==> src/rtl/duft_arb_pkg.sv <==
// duft_arb_pkg: shared state encodings and default widths
// for the ap_ctrl_hs request arbiter.
package duft_arb_pkg;

  localparam logic [1:0] ST_IDLE = 2'd0;
  localparam logic [1:0] ST_BUSY = 2'd1;
  localparam logic [1:0] ST_RESP = 2'd2;

  localparam int DEF_N_REQ   = 2;
  localparam int DEF_ADDR_W  = 32;
  localparam int DEF_DATA_W  = 32;
  localparam int DEF_TIMEOUT = 16;

endpackage

==> src/rtl/duft_rr_arbiter.sv <==
// duft_rr_arbiter: combinational round-robin pick, search
// starts just after last_grant; pointer lives in the parent.
module duft_rr_arbiter
  import duft_arb_pkg::*;
#(
  parameter int N_REQ = DEF_N_REQ,
  parameter int IW    = $clog2(N_REQ)
) (
  input  logic [N_REQ-1:0] req_valid,
  input  logic [IW-1:0]    last_grant,
  output logic [N_REQ-1:0] grant,
  output logic [IW-1:0]    idx,
  output logic             any
);

  int          j;
  logic [IW-1:0] jj;

  always_comb begin
    grant = '0;
    idx   = '0;
    any   = 1'b0;
    j     = 0;
    jj    = '0;
    for (int k = 1; k <= N_REQ; k++) begin
      j = int'(last_grant) + k;
      if (j >= N_REQ) j = j - N_REQ;
      jj = IW'(j);
      if (!any && req_valid[jj]) begin
        any       = 1'b1;
        idx       = jj;
        grant[jj] = 1'b1;
      end
    end
  end

endmodule

==> src/rtl/duft_req_arbiter.sv <==
// duft_req_arbiter: round-robin sharing of one ap_ctrl_hs
// port between N_REQ requesters, with watchdog abort.
module duft_req_arbiter
  import duft_arb_pkg::*;
#(
  parameter int N_REQ   = DEF_N_REQ,
  parameter int ADDR_W  = DEF_ADDR_W,
  parameter int DATA_W  = DEF_DATA_W,
  parameter int TIMEOUT = DEF_TIMEOUT
) (
  input  logic                    clk,
  input  logic                    ap_rst,
  input  logic [N_REQ-1:0]        req_valid,
  input  logic [N_REQ-1:0]        req_rd_wr,
  input  logic [N_REQ*ADDR_W-1:0] req_addr,
  input  logic [N_REQ*DATA_W-1:0] req_wdata,
  output logic [N_REQ-1:0]        req_ready,
  output logic [N_REQ-1:0]        rsp_valid,
  input  logic [N_REQ-1:0]        rsp_ready,
  output logic [DATA_W-1:0]       rsp_data,
  output logic                    rsp_err,
  output logic                    m_ap_start,
  output logic                    m_rd_wr,
  output logic [ADDR_W-1:0]       m_addr,
  output logic [DATA_W-1:0]       m_wr_data,
  input  logic                    m_ap_idle,
  input  logic                    m_ap_ready,
  input  logic                    m_ap_done,
  input  logic [DATA_W-1:0]       m_ap_return
);

  localparam int IW = $clog2(N_REQ);
  localparam int CW = $clog2(TIMEOUT + 1);

  localparam logic [N_REQ-1:0] ONE =
    {{(N_REQ-1){1'b0}}, 1'b1};

  logic [1:0]       state_q;
  logic [IW-1:0]    last_q;
  logic [IW-1:0]    gnt_q;
  logic [CW-1:0]    wdog_q;
  logic [N_REQ-1:0] arb_oh;
  logic [IW-1:0]    arb_idx;
  logic             arb_any;
  logic             fire;

  duft_rr_arbiter #(
    .N_REQ (N_REQ),
    .IW    (IW)
  ) u_rr (
    .req_valid  (req_valid),
    .last_grant (last_q),
    .grant      (arb_oh),
    .idx        (arb_idx),
    .any        (arb_any)
  );

  assign fire = !ap_rst && (state_q == ST_IDLE)
              && arb_any && m_ap_idle;

  assign req_ready  = fire ? arb_oh : '0;
  assign m_ap_start = (state_q == ST_BUSY);
  assign rsp_valid  = (state_q == ST_RESP)
                    ? (ONE << gnt_q) : '0;

  always_ff @(posedge clk) begin
    if (ap_rst) begin
      state_q   <= ST_IDLE;
      last_q    <= IW'(N_REQ - 1);
      gnt_q     <= '0;
      wdog_q    <= '0;
      m_rd_wr   <= 1'b0;
      m_addr    <= '0;
      m_wr_data <= '0;
      rsp_data  <= '0;
      rsp_err   <= 1'b0;
    end else begin
      unique case (1'b1)
        state_q == ST_IDLE: begin
          if (fire) begin
            m_rd_wr   <= req_rd_wr[arb_idx];
            m_addr    <= req_addr[arb_idx*ADDR_W +: ADDR_W];
            m_wr_data <= req_wdata[arb_idx*DATA_W +: DATA_W];
            gnt_q     <= arb_idx;
            last_q    <= arb_idx;
            wdog_q    <= '0;
            rsp_data  <= '0;
            rsp_err   <= 1'b0;
            state_q   <= ST_BUSY;
          end
        end
        state_q == ST_BUSY: begin
          // done beats a timeout landing on the same edge
          if (m_ap_done) begin
            rsp_data <= m_rd_wr ? m_ap_return : '0;
            rsp_err  <= 1'b0;
            state_q  <= ST_RESP;
          end else if (wdog_q == CW'(TIMEOUT - 1)) begin
            rsp_data <= '0;
            rsp_err  <= 1'b1;
            state_q  <= ST_RESP;
          end else if (wdog_q != CW'(TIMEOUT)) begin
            wdog_q <= wdog_q + CW'(1);
          end
        end
        default: begin
          if (rsp_ready[gnt_q]) state_q <= ST_IDLE;
        end
      endcase
    end
  end

  always_ff @(posedge clk) begin
    if (!ap_rst && m_ap_start)
      assert (m_ap_ready == m_ap_done);
  end

endmodule

==> config.mk <==
export PLATFORM = sky130hd
export DESIGN_NAME = duft_req_arbiter
export DESIGN_NICKNAME = d
export VERILOG_FILES = /design/src/rtl/duft_arb_pkg.sv /design/src/rtl/duft_rr_arbiter.sv /design/src/rtl/duft_req_arbiter.sv
export SDC_FILE = /design/constraint.sdc
export NUM_CORES = 1
export LEC_CHECK = 0
export ABC_AREA = 1
export CAP_MARGIN = 0
export CORE_MARGIN = 2
export CORE_UTILIZATION = 39
export DETAILED_ROUTE_END_ITERATION = 16
export GPL_TIMING_DRIVEN = 0
export PLACE_DENSITY = 0.82
export SYNTH_ARGS = -nofsm -noshare
export SYNTH_HDL_FRONTEND = slang
export SYNTH_SLANG_ARGS = --single-unit
==> constraint.sdc <==
create_clock -name clk -period 2.2 [get_ports clk]
set_input_delay 0.55 -clock clk [delete_from_list [all_inputs] [get_ports clk]]
set_output_delay 0.55 -clock clk [all_outputs]
set_load 0.05 [all_outputs]
Word level (Yosys, flattened, before mapping)
Index checks and enable logic that the tools add are counted.
{"block": "word_totals", "register_bits": 107, "latch_bits": 0, "ram_bits": 0, "rom_bits": 0, "inputBits": 171, "out_inout_bits": 103, "wordCells": 91, "n_memories": 0}
{"block": "classes", "addsub": 5, "mul": 0, "n_div": 0, "magnitude_cmp": 8, "n_eq_ne": 9, "n_shift": 3, "muxes": 41, "bitwise_logic": 1, "reduce_logical": 15}
{"op": "2-to-1 mux 32 bit", "n": 4}
{"op": "indexed part select 64 x 7 -> 32 bit", "n": 2}
{"op": "one-hot mux 32 bit (2 select lines)", "n": 1}
{"op": "2-to-1 mux 5 bit", "n": 4}
{"op": "2-to-1 mux 1 bit", "n": 19}
{"op": "2-to-1 mux 2 bit", "n": 8}
{"op": "one-hot mux 5 bit (2 select lines)", "n": 1}
{"op": "less-than comparator 1 x 2 -> 1 bit, second input constant", "n": 4}
{"op": "logical AND 1 bit", "n": 6}
{"op": "inequality test 2 bit, second input constant", "n": 3}
{"op": "AND reduction 3 bit", "n": 2}
{"op": "adder 5 x 1 -> 5 bit, second input constant", "n": 1}
{"op": "equality test 5 x 4 -> 1 bit, second input constant", "n": 1}
{"op": "inequality test 5 bit, second input constant", "n": 1}
{"op": "AND reduction 5 bit", "n": 1}
{"op": "one-hot mux 2 bit (2 select lines)", "n": 1}
{"op": "adder 1 x 2 -> 3 bit, second input constant", "n": 1}
{"op": "greater-or-equal comparator 3 x 2 -> 1 bit, second input constant", "n": 1}
{"op": "inequality test 3 x 1 -> 1 bit, second input constant", "n": 1}
{"op": "nonzero test 3 bit", "n": 1}
{"op": "adder 1 x 1 -> 2 bit, second input constant", "n": 1}
{"op": "demux 1 bit (select 1 bit)", "n": 2}
{"op": "equality test 2 x 1 -> 1 bit, second input constant", "n": 1}
{"op": "equality test 2 bit, second input constant", "n": 1}
{"op": "other kinds (11)", "n": 14}

Longest topological paths before layout
{"block": "depth", "depth_word": 13, "depth_mapped": 11, "mapped_depth_nobuf": 11}

Modules after synthesis
From an unflattened synthesis, not the netlist that was laid out.
{"block": "hier_totals", "cells_unflattened": 728, "hier_area_um2": 4745.8}
{"module": "duft_req_arbiter", "instances": 1, "cells_per_inst": 721, "area_each_um2": 4715.8, "seq_area_each_um2": 2142.1}
{"module": "duft_rr_arbiter", "instances": 1, "cells_per_inst": 7, "area_each_um2": 30.0, "seq_area_each_um2": 0.0}

Worst setup path before layout
OpenSTA, ideal clock, no wires.
{"block": "synth_timing", "path_type": "flip-flop to output port", "startpoint": "reg state_q[1]", "endpoint": "out rsp_valid[0]", "t_arrival_ns": 1.610, "required_ns": 1.650, "slack_ns": 0.040, "stages_incl_launch_ff": 3, "path_buffers": 0, "cell_sequence": "dfxtp_1 -> inv_1 -> nor3_1"}
{"block": "synth_between", "elab_chain_len": 2}
{"item": "from (decl)", "line": "duft_req_arbiter.sv:38", "source": "logic [1:0] state_q;"}
{"item": "from (signal assigned)", "line": "duft_req_arbiter.sv:68", "source": "state_q <= ST_IDLE;"}
{"item": "from (signal assigned)", "line": "duft_req_arbiter.sv:89", "source": "state_q <= ST_BUSY;"}
{"item": "from (signal assigned)", "line": "duft_req_arbiter.sv:97", "source": "state_q <= ST_RESP;"}
{"item": "equality test 2 bit", "line": "duft_req_arbiter.sv:63", "source": "assign rsp_valid = (state_q == ST_RESP)"}
{"item": "2-to-1 mux 2 bit", "line": "duft_req_arbiter.sv:64", "source": "? (ONE << gnt_q) : '0;"}
{"item": "to (decl)", "line": "duft_req_arbiter.sv:18", "source": "output logic [N_REQ-1:0] rsp_valid,"}
Every way passes these cells.

Worst setup path after layout
{"block": "layout_timing", "startpoint": "reg state_q[1]", "endpoint": "out rsp_valid[1]"}
The elaborated chain is that of the path after synthesis.

==> results.cfg <==
[global_routing]
grt_overflow = 0
grt_max_degree = 17
grt_antenna_before_repair = 0
grt_pass1_vias = 5245
grt_first_pass_wirelength_mm = 25.36
track_usage_pct = 24.31

[timing]
rsz0062_at_grt = no
max_slew.worst_pin.slew_ps = 598.9
finalHoldViolations = 0
hold_ws_ps = 456.8
setup-violations-final = 0
min_period_ps = 2122
finalCritPeriodShare_pct = 96.44
max_slew_margin_pct = 59.95
final-max-slew-violation-count = 0
clock_skew_ps = 6.574
clock.fmax_ghz = 0.4713
setup_tns_ps = 0

[worst_setup_path]
setup.worst_path.class = register to output port
crit_path_end_kind = output port
startpoint_type = register
crit_fanout = 6
crit_arrival_ps = 1570
reg2reg_setup_slack_ps = 380
reg2reg_depth = 6
required_ps = 1650
r2r-end = m_addr[30]$_SDFFE_PP0P_
r2r-start = state_q[1]$_SDFFE_PP0P_
startpoint = state_q[1]$_SDFFE_PP0P_
setup.worst_path.end = rsp_valid[1]

[synth]
syn_nets = 846
synth_seq_area_share_pct = 44.66
yosys_warnings = 0
syn_area_per_cell_um2 = 7.137
synth_commonest_cells = nor2_1, dfxtp_1, inv_1
synth.distinct_cells = 21
syn-cell-area_um2 = 4796
synth_top_area_cell = dfxtp_1
synth.top_cell.area_share_pct = 44.66
synth_area_leaders = dfxtp_1, nor2_1, a211oi_1
ys_ff_latch = 107
synth-edff-count = 0
async_flop_share_pct = 0
ys.flop_type = dfxtp_1
synth_cells = 672
synth.most_common_cell = nor2_1

[place]
io_buffers = 272
gp_congestion = 0.8193
post-dp-hpwl_mm = 12.43
place_area_um2 = 7702

[cells_and_area]
final_nets = 1129
n_antenna_cell = 0
fin_area_um2 = 8075
seqCellArea_um2 = 2142
multi_input_area_um2 = 2132
final_core_util_pct = 67.23
num-fill-cells = 1045
drive_above_1_share_pct = 5.521
area_growth_pct = 68.38

[die]
rows = 40
chipWidth_um = 114.9
ioPinCount = 274
coreArea_um2 = 12010
start_util_pct = 39.93
die_y_um = 114.9
dieArea_um2 = 13200

[drt]
drc = 0
wl_per_cell_um = 14.58
dr.pass1.iters = 6
ant_nets = 0
drt-total-wl_mm = 16.14
vias_per_cell = 4.847
drtIter0Drc = 243
vias = 5366

[clocking]
cts_sinks = 107
cts_root_buf = clkbuf_16
htree_levels = 3
clk_latency_ps = 340
cts_inserted_buffers = 9
clk_pin_slew_ps = 70
cts_tree = yes
clock_path_buffers = 2

[power_and_ir_drop]
p_per_area_nw_per_um2 = 652.4
total_power_mw = 5.268
ir_drop_mv = 0.3449
leakagePower_nw = 3.278

[job]
max-cap-violations = 0

[outcome]
status = finished, final reports clean

[min_path]
hp-class = register to register
==> worst min path at each step <==
stage | cells past startpoint | slack, ps | endpoint | from
after global routing | 2 | 470 | rsp_data[3]$_SDFFE_PP0P_ | rsp_data[3]$_SDFFE_PP0P_
after detailed placement | 2 | 450 | rsp_data[4]$_SDFFE_PP0P_ | rsp_data[4]$_SDFFE_PP0P_
after floorplan | 2 | 460 | last_q$_SDFFE_PP1P_ | last_q$_SDFFE_PP1P_
after global placement | 2 | 450 | rsp_data[4]$_SDFFE_PP0P_ | rsp_data[4]$_SDFFE_PP0P_
after CTS | 2 | 460 | rsp_data[4]$_SDFFE_PP0P_ | rsp_data[4]$_SDFFE_PP0P_
final | 2 | 460 | rsp_data[1]$_SDFFE_PP0P_ | rsp_data[1]$_SDFFE_PP0P_
==> critical path: stages (launching register included) <==
cell             delay (ps)
dfxtp_1                 490
inv_1                   140
nor3_1                  180
clkdlybuf4s15_2         410
==> per-stage QoR <==
stage	instances	worst slack, ps
6_report	1107	78.28
5_1_grt	1107	0.8696
4_1_cts	1107	0.5469
3_5_place_dp	1091	-944.8
3_3_place_gp	1091	-913.0
2_1_floorplan	672	40.12
==> routing by layer <==
| layer | vias up | routed length (µm) | part of all wire [%] | track usage [%] |
|---|---|---|---|---|
| li1 | 2764 | - | - | - |
| met1 | 2381 | 6447 | 40 | 27.40 |
| met3 | 31 | 1341 | 8.3 | 7.169 |
| met5 | - | 0 | 0 | 0 |
| met4 | 0 | 425 | 2.6 | 10.28 |
| met2 | 190 | 7930 | 49 | 42.78 |
==> state kept, by name (all words and copies together), names as in the netlist <==
register	flops
m_addr	32
m_wr_data	32
rsp_data	32
wdog_q	5
state_q	2
gnt_q	1
last_q	1
m_rd_wr	1
rsp_err	1
==> cell type report <==
| type | count | area share [%] |
|---|---|---|
| inverters | 85 | 3.951 |
| flip-flops and latches | 107 | 26.53 |
| clock buffers | 12 | 3.176 |
| multi-input cells | 431 | 26.40 |
| plain buffers | 49 | 3.006 |
| well taps | 147 | 2.278 |
| clock inverters | 4 | 0.8987 |
| repair buffers | 272 | 33.76 |
==> cells in the final DEF, fill, tap and decap left out, types with 2 or more instances in the layout <==
| cell | count |
|---|---|
| nor2_1 | 144 |
| a21oi_1 | 36 |
| dlygate4sd2_1 | 2 |
| buf_1 | 2 |
| o21ai_0 | 18 |
| nor2_2 | 2 |
| clkdlybuf4s15_2 | 2 |
| nor3_1 | 3 |
| nand3_2 | 2 |
| clkbuf_8 | 2 |
| clkbuf_16 | 9 |
| ha_1 | 3 |
| inv_2 | 3 |
| a211oi_1 | 65 |
| clkdlybuf4s50_1 | 264 |
| nand3_1 | 42 |
| clkbuf_1 | 29 |
| nand2_1 | 57 |
| bufinv_16 | 2 |
| nand2_2 | 2 |
| inv_1 | 82 |
| dfxtp_1 | 107 |
| o21ai_1 | 51 |
| nor2_4 | 2 |
| buf_2 | 10 |
| buf_4 | 8 |
==> report_power, final <==
group	switching, mW	leakage, nW	total (mW)	internal [mW]
clock network	0.703	0.159	1.76	1.06
registers	0.0644	0.872	2.11	2.05
logic	0.806	2.25	1.40	0.590
total	1.57	3.28	5.27	3.69
==> cells by family after synthesis <==
| group | after synthesis | share of synthesized area [%] |
|---|---|---|
| buf+inv | 134 | 11.40 |
| fa+ha+maj | 3 | 0.7828 |
| simple gates | 258 | 22.02 |
| compound gates | 170 | 21.13 |
| flops | 107 | 44.66 |
==> what timing repair did <==
item,4_1_cts,5_1_grt
buffers inserted,0,0
pin swaps,0,2
setup endpoints to repair,8,3
resized for setup,38,3
hold buffers,0,0
Note: power is estimated with default switching activity, not from simulation.
